[src/rtl/c17_activity_sequencer_if.sv]
// Vector stream, C17 core drive/response and window report stream
// of the C17 activity sequencer.
interface c17_activity_sequencer_if #(
    parameter int CNT_W = 8
);
    logic             vec_valid;
    logic             vec_ready;
    logic [4:0]       vec_data;
    logic [4:0]       core_in;
    logic [1:0]       core_out;
    logic             rpt_valid;
    logic             rpt_ready;
    logic [CNT_W-1:0] rpt_in_tog;
    logic [CNT_W-1:0] rpt_out_tog;
    logic [CNT_W-1:0] rpt_vec_cnt;

    modport master (
        output vec_valid, vec_data, core_out, rpt_ready,
        input  vec_ready, core_in, rpt_valid, rpt_in_tog, rpt_out_tog, rpt_vec_cnt
    );

    modport slave (
        input  vec_valid, vec_data, core_out, rpt_ready,
        output vec_ready, core_in, rpt_valid, rpt_in_tog, rpt_out_tog, rpt_vec_cnt
    );
endinterface

[src/rtl/c17_activity_sequencer.sv]
// Applies vectors to an external C17 core and counts input/output bit toggles
// per measurement window, reporting each closed window on a valid/ready stream.
//
// state     | meaning
// ----------+-----------------------------------------------------------
// ST_IDLE   | no window open; core_in and prev_out keep their values
// ST_RUN    | accepting vectors, counting toggles
// ST_DRAIN  | one cycle so the response to the last vector is sampled
// ST_REPORT | report presented until rpt_ready
module c17_activity_sequencer #(
    parameter int WIN_LEN = 16,
    parameter int CNT_W   = 8
) (
    input  logic                           clk,
    input  logic                           rst_n,
    input  logic                           start,
    input  logic                           stop,
    output logic                           busy,
    c17_activity_sequencer_if.slave        bus
);
    localparam logic [1:0] ST_IDLE   = 2'd0;
    localparam logic [1:0] ST_RUN    = 2'd1;
    localparam logic [1:0] ST_DRAIN  = 2'd2;
    localparam logic [1:0] ST_REPORT = 2'd3;

    // Wide enough that vec_cnt+1 never wraps before meeting WIN_LEN.
    localparam int CMP_W = ((CNT_W > 8) ? CNT_W : 8) + 1;

    logic [1:0]       state;
    logic [CNT_W-1:0] in_tog;
    logic [CNT_W-1:0] out_tog;
    logic [CNT_W-1:0] vec_cnt;
    logic [1:0]       prev_out;
    logic             sample;

    logic             accept;
    logic             close_win;
    logic [CNT_W-1:0] in_tog_nxt;
    logic [CNT_W-1:0] out_tog_nxt;
    logic [CNT_W-1:0] vec_cnt_nxt;
    logic [CMP_W-1:0] cnt_plus1;

    function automatic logic [CNT_W-1:0] sat_add(input logic [CNT_W-1:0] a,
                                                 input logic [2:0]       b);
        logic [CNT_W+2:0] s;
        logic [CNT_W+2:0] lim;
        lim = {3'b000, {CNT_W{1'b1}}};
        s   = {3'b000, a} + {{CNT_W{1'b0}}, b};
        return (s > lim) ? lim[CNT_W-1:0] : s[CNT_W-1:0];
    endfunction

    function automatic logic [2:0] pop5(input logic [4:0] v);
        return {2'b00, v[0]} + {2'b00, v[1]} + {2'b00, v[2]} + {2'b00, v[3]} + {2'b00, v[4]};
    endfunction

    function automatic logic [1:0] pop2(input logic [1:0] v);
        return {1'b0, v[0]} + {1'b0, v[1]};
    endfunction

    assign bus.vec_ready = (state == ST_RUN);
    assign bus.rpt_valid = (state == ST_REPORT);
    assign busy          = (state != ST_IDLE);

    always_comb begin
        accept      = bus.vec_valid && bus.vec_ready;
        in_tog_nxt  = accept ? sat_add(in_tog, pop5(bus.vec_data ^ bus.core_in)) : in_tog;
        out_tog_nxt = sample ? sat_add(out_tog, {1'b0, pop2(bus.core_out ^ prev_out)}) : out_tog;
        vec_cnt_nxt = accept ? sat_add(vec_cnt, 3'd1) : vec_cnt;
        cnt_plus1   = {{(CMP_W-CNT_W){1'b0}}, vec_cnt} + CMP_W'(1);
        close_win   = (accept && (cnt_plus1 == CMP_W'(WIN_LEN))) || stop;
    end

    always_ff @(posedge clk or negedge rst_n) begin
        if (!rst_n) begin
            state           <= ST_IDLE;
            bus.core_in     <= '0;
            prev_out        <= '0;
            sample          <= 1'b0;
            in_tog          <= '0;
            out_tog         <= '0;
            vec_cnt         <= '0;
            bus.rpt_in_tog  <= '0;
            bus.rpt_out_tog <= '0;
            bus.rpt_vec_cnt <= '0;
        end else begin
            sample  <= accept;
            in_tog  <= in_tog_nxt;
            out_tog <= out_tog_nxt;
            vec_cnt <= vec_cnt_nxt;
            if (sample) prev_out <= bus.core_out;
            if (accept) bus.core_in <= bus.vec_data;

            unique case (state)
                ST_IDLE: begin
                    if (start) begin
                        state   <= ST_RUN;
                        in_tog  <= '0;
                        out_tog <= '0;
                        vec_cnt <= '0;
                    end
                end
                ST_RUN: begin
                    if (close_win) state <= ST_DRAIN;
                end
                ST_DRAIN: begin
                    // Latch next values so the final response sample is included.
                    state           <= ST_REPORT;
                    bus.rpt_in_tog  <= in_tog_nxt;
                    bus.rpt_out_tog <= out_tog_nxt;
                    bus.rpt_vec_cnt <= vec_cnt_nxt;
                end
                ST_REPORT: begin
                    if (bus.rpt_ready) state <= ST_IDLE;
                end
                default: state <= ST_IDLE;
            endcase
        end
    end
endmodule

[src/flat_wrapper.sv]
// flat-port wrapper written by rule: the top's interface ports become plain ports
module c17_activity_sequencer_flat 
#(
    parameter int WIN_LEN = 16,
    parameter int CNT_W   = 8
)
  (clk, rst_n, start, stop, busy, bus_vec_valid, bus_vec_data, bus_core_out, bus_rpt_ready, bus_vec_ready, bus_core_in, bus_rpt_valid, bus_rpt_in_tog, bus_rpt_out_tog, bus_rpt_vec_cnt);
  c17_activity_sequencer_if #(.CNT_W(CNT_W)) bus_i ();
  input  logic clk;
  input  logic rst_n;
  input  logic start;
  input  logic stop;
  output logic busy;
  input wire logic [$bits(bus_i.vec_valid)-1:0] bus_vec_valid;
  input wire logic [$bits(bus_i.vec_data)-1:0] bus_vec_data;
  input wire logic [$bits(bus_i.core_out)-1:0] bus_core_out;
  input wire logic [$bits(bus_i.rpt_ready)-1:0] bus_rpt_ready;
  output wire logic [$bits(bus_i.vec_ready)-1:0] bus_vec_ready;
  output wire logic [$bits(bus_i.core_in)-1:0] bus_core_in;
  output wire logic [$bits(bus_i.rpt_valid)-1:0] bus_rpt_valid;
  output wire logic [$bits(bus_i.rpt_in_tog)-1:0] bus_rpt_in_tog;
  output wire logic [$bits(bus_i.rpt_out_tog)-1:0] bus_rpt_out_tog;
  output wire logic [$bits(bus_i.rpt_vec_cnt)-1:0] bus_rpt_vec_cnt;
  assign bus_i.vec_valid = bus_vec_valid;
  assign bus_i.vec_data = bus_vec_data;
  assign bus_i.core_out = bus_core_out;
  assign bus_i.rpt_ready = bus_rpt_ready;
  assign bus_vec_ready = bus_i.vec_ready;
  assign bus_core_in = bus_i.core_in;
  assign bus_rpt_valid = bus_i.rpt_valid;
  assign bus_rpt_in_tog = bus_i.rpt_in_tog;
  assign bus_rpt_out_tog = bus_i.rpt_out_tog;
  assign bus_rpt_vec_cnt = bus_i.rpt_vec_cnt;
  c17_activity_sequencer #(.WIN_LEN(WIN_LEN), .CNT_W(CNT_W)) u_core (.clk(clk), .rst_n(rst_n), .start(start), .stop(stop), .busy(busy), .bus(bus_i));
endmodule
[config.mk]
export PLATFORM = sky130hd
export DESIGN_NAME = c17_activity_sequencer_flat
export DESIGN_NICKNAME = d
export VERILOG_FILES = /design/src/rtl/c17_activity_sequencer_if.sv /design/src/rtl/c17_activity_sequencer.sv /design/src/flat_wrapper.sv
export SDC_FILE = /design/constraint.sdc
export NUM_CORES = 1
export LEC_CHECK = 0
export CAP_MARGIN = 5
export CORE_MARGIN = 1.5
export CORE_UTILIZATION = 60
export CTS_BUF_LIST = sky130_fd_sc_hd__clkbuf_2 sky130_fd_sc_hd__clkbuf_4 sky130_fd_sc_hd__clkbuf_8
export CTS_CLUSTER_DIAMETER = 40
export DETAILED_ROUTE_END_ITERATION = 16
export MAX_ROUTING_LAYER = met4
export PLACE_DENSITY = 0.87
export SETUP_SLACK_MARGIN = 0.3
export SLEW_MARGIN = 0
export SYNTH_ARGS = -nofsm -noshare
export SYNTH_HDL_FRONTEND = slang
export SYNTH_SLANG_ARGS = --single-unit
[constraint.sdc]
create_clock -name clk -period 8.5 [get_ports clk]
set_input_delay 2.125 -clock clk [delete_from_list [all_inputs] [get_ports clk]]
set_output_delay 2.125 -clock clk [all_outputs]
set_load 0.02 [all_outputs]
==> reports/results.txt <==
Run status: finished, final reports clean
RSZ-0062 raised after global routing: false
Simple-gate share of the synthesized area: 20.11%
GP Congestion: 0.8520
Clock slew at reported path FFs: 0.07 ns
DR pass1 iterations: 5
Synthesized Nets: 339
Detailed-route via count: 2417
Ports: 45
Htree depth: 3
Max Clock Skew: 0.007320 ns
Top delay family on crit path: adder cells
Global-route wire length before repair: 10.39 mm
Hold Path Class: flop to flop
R2R Setup Slk: 4.91 ns
Die Y: 73.92 um
Post-synthesis sequential area ratio: 48.09%
Via density: 5.687
# Max-Cap Violations: 0
Iter 0 DRT Violations: 222
Largest family of logic cells by synthesized area: simple AND/OR/NAND/NOR gates
Post-CTS Resized: 0
Power Dens Cells: 353.9 nW/um^2
CP required: 8.70 ns
Min Tclk post-route: 5.443 ns
Synth Area in XOR/XNOR: 4.643%
Max incr delay on CP: 0.51 ns
Antenna violations before repair: 0
DPL Wire Length: 4.149 mm
Die Width: 73.92 um
Hold Slack: 0.4856 ns
PortBufs: 44
Critical Path Sink Type: flop
Slew HR: 52.37%
# clock sinks: 58
Crit path DAT: 5.65 ns
Vias in the first global route: 2243
Antenna fix cells: 0
Synth area leaders: dfrtp_1 48%, ha_1 5.8%, nor2_1 5.3%
Area growth from synthesis to layout: 23.92%
CTS tree: yes
Hold Vio Cnt, Final: 0
Grt total ovfl: 0
Syn_area_per_cell: 9.798 sq um
Post-synth EDFFs: 0
DRC: 0
TritonCTS buffer count: 9
Cell Rows: 25
Lkg Pwr: 1.728 nW
Final setup fails: 0
Max Transition Viols Final: 0
DRT Wirelength: 6.305 mm
Register area: 1451 sq um
# fillers: 322
Die area: 5464 sq um
Post-CTS Repair Setup Buffers: 0
Latest clock arrival within the worst-skew pair: 0.34 ns
Worst Tran Pin Value: 0.7144 ns
CTS Hold Bufs: 0
Fmax: 183.7 MHz
Layout cell share with drive strength beyond 1: 8.939%
CP Launch Type: input port
Post-synthesis compound-gate area fraction: 10.78%
Post-synth top flop: dfrtp_1
Setup_tns: 0 ns
Cells after Synth: 308
Area leader, netlist: dfrtp_1
Most Frequent Cell on Critical Path: ha_1
Pin count of the biggest net entering global routing: 59
Area occupied by multi-input gates: 1476 sq um
Clk buf depth: 2
Tcrit/Tclk final: 64.03%
CP bufs+invs: 1
Post-synth top area share: 48.09%
Post-synthesis mux area share: 4.934%
Worst VDD drop: 0.1943 mV
Synth Area in Adders: 8.458%
Synth Warn #: 0
Post-synth ARST share: 100.0%
Clock root cell: clkbuf_8
Crit-path cells: clkdlybuf4s50_1 -> xor2_1 -> ha_1 -> fa_1 -> ha_1 -> fa_1 -> ha_1 -> a21o_1 -> a21oi_1 -> nor4_1 -> mux2i_1 -> o21ai_0
Yosys reg bits: 58
Netlist cell types: 43
Post-route cell area: 3740 sq um
Worst path slowest cell: fa_1
Cell area after synthesis: 3018 sq um
Crit-path max FO: 3
Final net count: 384
Antenna-violating nets left: 0
Initial Util: 63.06%
Dpl cell area: 3503 sq um
Gr usage total: 26.53%
Core area: 4786 sq um
Critical path class: input port to flop
Wire length per cell: 14.84 um
## synth_stat cells (4+ instances only)
cell type	instances
xor2_1	9
mux2i_1	7
a31oi_1	5
fa_1	4
nand3_1	7
a21oi_1	17
nor2b_1	6
clkbuf_1	9
nor3_1	4
inv_1	7
nor2_1	43
ha_1	14
mux2_2	6
o21ai_0	10
xnor2_1	7
nand4_1	5
and3_1	11
a211oi_1	5
nand2_1	41
dfrtp_1	58
## cells in the final DEF (no fill, tap or decap), types with 2 or more instances in the layout
cell type        instances
dfrtp_1                 58
nor2_1                  43
clkdlybuf4s50_1         43
nand2_1                 41
a21oi_1                 17
ha_1                    14
and3_1                  11
o21ai_0                 10
xor2_1                   9
clkbuf_8                 9
inv_1                    7
nand3_1                  7
xnor2_1                  7
mux2i_1                  7
nor2b_1                  6
mux2_2                   6
nand4_1                  5
a31oi_1                  5
a211oi_1                 5
nor3_1                   4
fa_1                     4
a21o_1                   3
clkinv_2                 3
bufinv_16                3
buf_4                    3
clkinv_1                 2
nand3b_1                 2
o21a_1                   2
nand2b_1                 2
nor3_2                   2
nor4_1                   2
## layout make-up
class                           instances  share of cell area, %
Clock buffer                           10                  3.513
Clock inverter                          6                  2.810
Inverter                                9                 0.9033
Multi-Input combinational cell        228                  39.48
Sequential cell                        58                  38.81
Tap cell                               67                  2.242
Timing Repair Buffer                   47                  12.24
## power by group
group	leakage, nW	internal (mW)	switching (mW)
registers	0.760	0.352	0.0676
clock network	0.123	0.196	0.108
logic	0.845	0.265	0.334
total	1.73	0.814	0.510
## registers in the layout, summed over array words and instances (netlist names)
register                flops
u_core.bus.core_in          5
u_core.bus.rpt_in_tog       8
u_core.bus.rpt_out_tog      8
u_core.bus.rpt_vec_cnt      8
u_core.in_tog               8
u_core.out_tog              8
u_core.prev_out             2
u_core.sample               1
u_core.state                2
u_core.vec_cnt              8
## path summary, 6_finish.rpt
check                      cells after the start                        end                 startpoint
setup / recovery                              12   u_core.bus.rpt_in_tog[7]            bus_vec_data[0]
hold / removal                                 1  u_core.bus.rpt_vec_cnt[5]  u_core.bus.rpt_vec_cnt[5]
setup reg to reg                              11   u_core.bus.rpt_in_tog[7]      u_core.bus.core_in[0]
hold reg to reg                                1  u_core.bus.rpt_vec_cnt[5]  u_core.bus.rpt_vec_cnt[5]
max in group asynchronous                      2           u_core.in_tog[3]                      rst_n
min in group asynchronous                      2      u_core.bus.core_in[0]                      rst_n
## through the flow
| stage | setup slack [ns] | cells | utilization [%] | power (mW) |
|---|---|---|---|---|
| after CTS | 3.073 | 425 | 78.14 | 1.330 |
| after detailed placement | 2.799 | 409 | 73.20 | 1.013 |
| after global routing | 2.902 | 425 | 78.14 | 1.423 |
| after global placement | 2.895 | 409 | 73.20 | 0.9971 |
| after floorplan | 3.520 | 308 | - | 0.8113 |
| final | 3.057 | 425 | 78.14 | 1.324 |
## routing by layer
layer,track usage (%),wire (um)
met5,-,0
met4,13.37,134
met3,6.447,334
met2,38.59,2913
met1,34.60,2922
## kinds of logic (layout without fill, tap and decap cells)
kind of cell,after synthesis,in the layout
mux,14,14
flops,58,58
compound gates,51,51
fa+ha+maj,18,18
simple gates,129,129
xor+xnor,16,16
buf+inv,22,72
(Power assumes the default switching activity.)
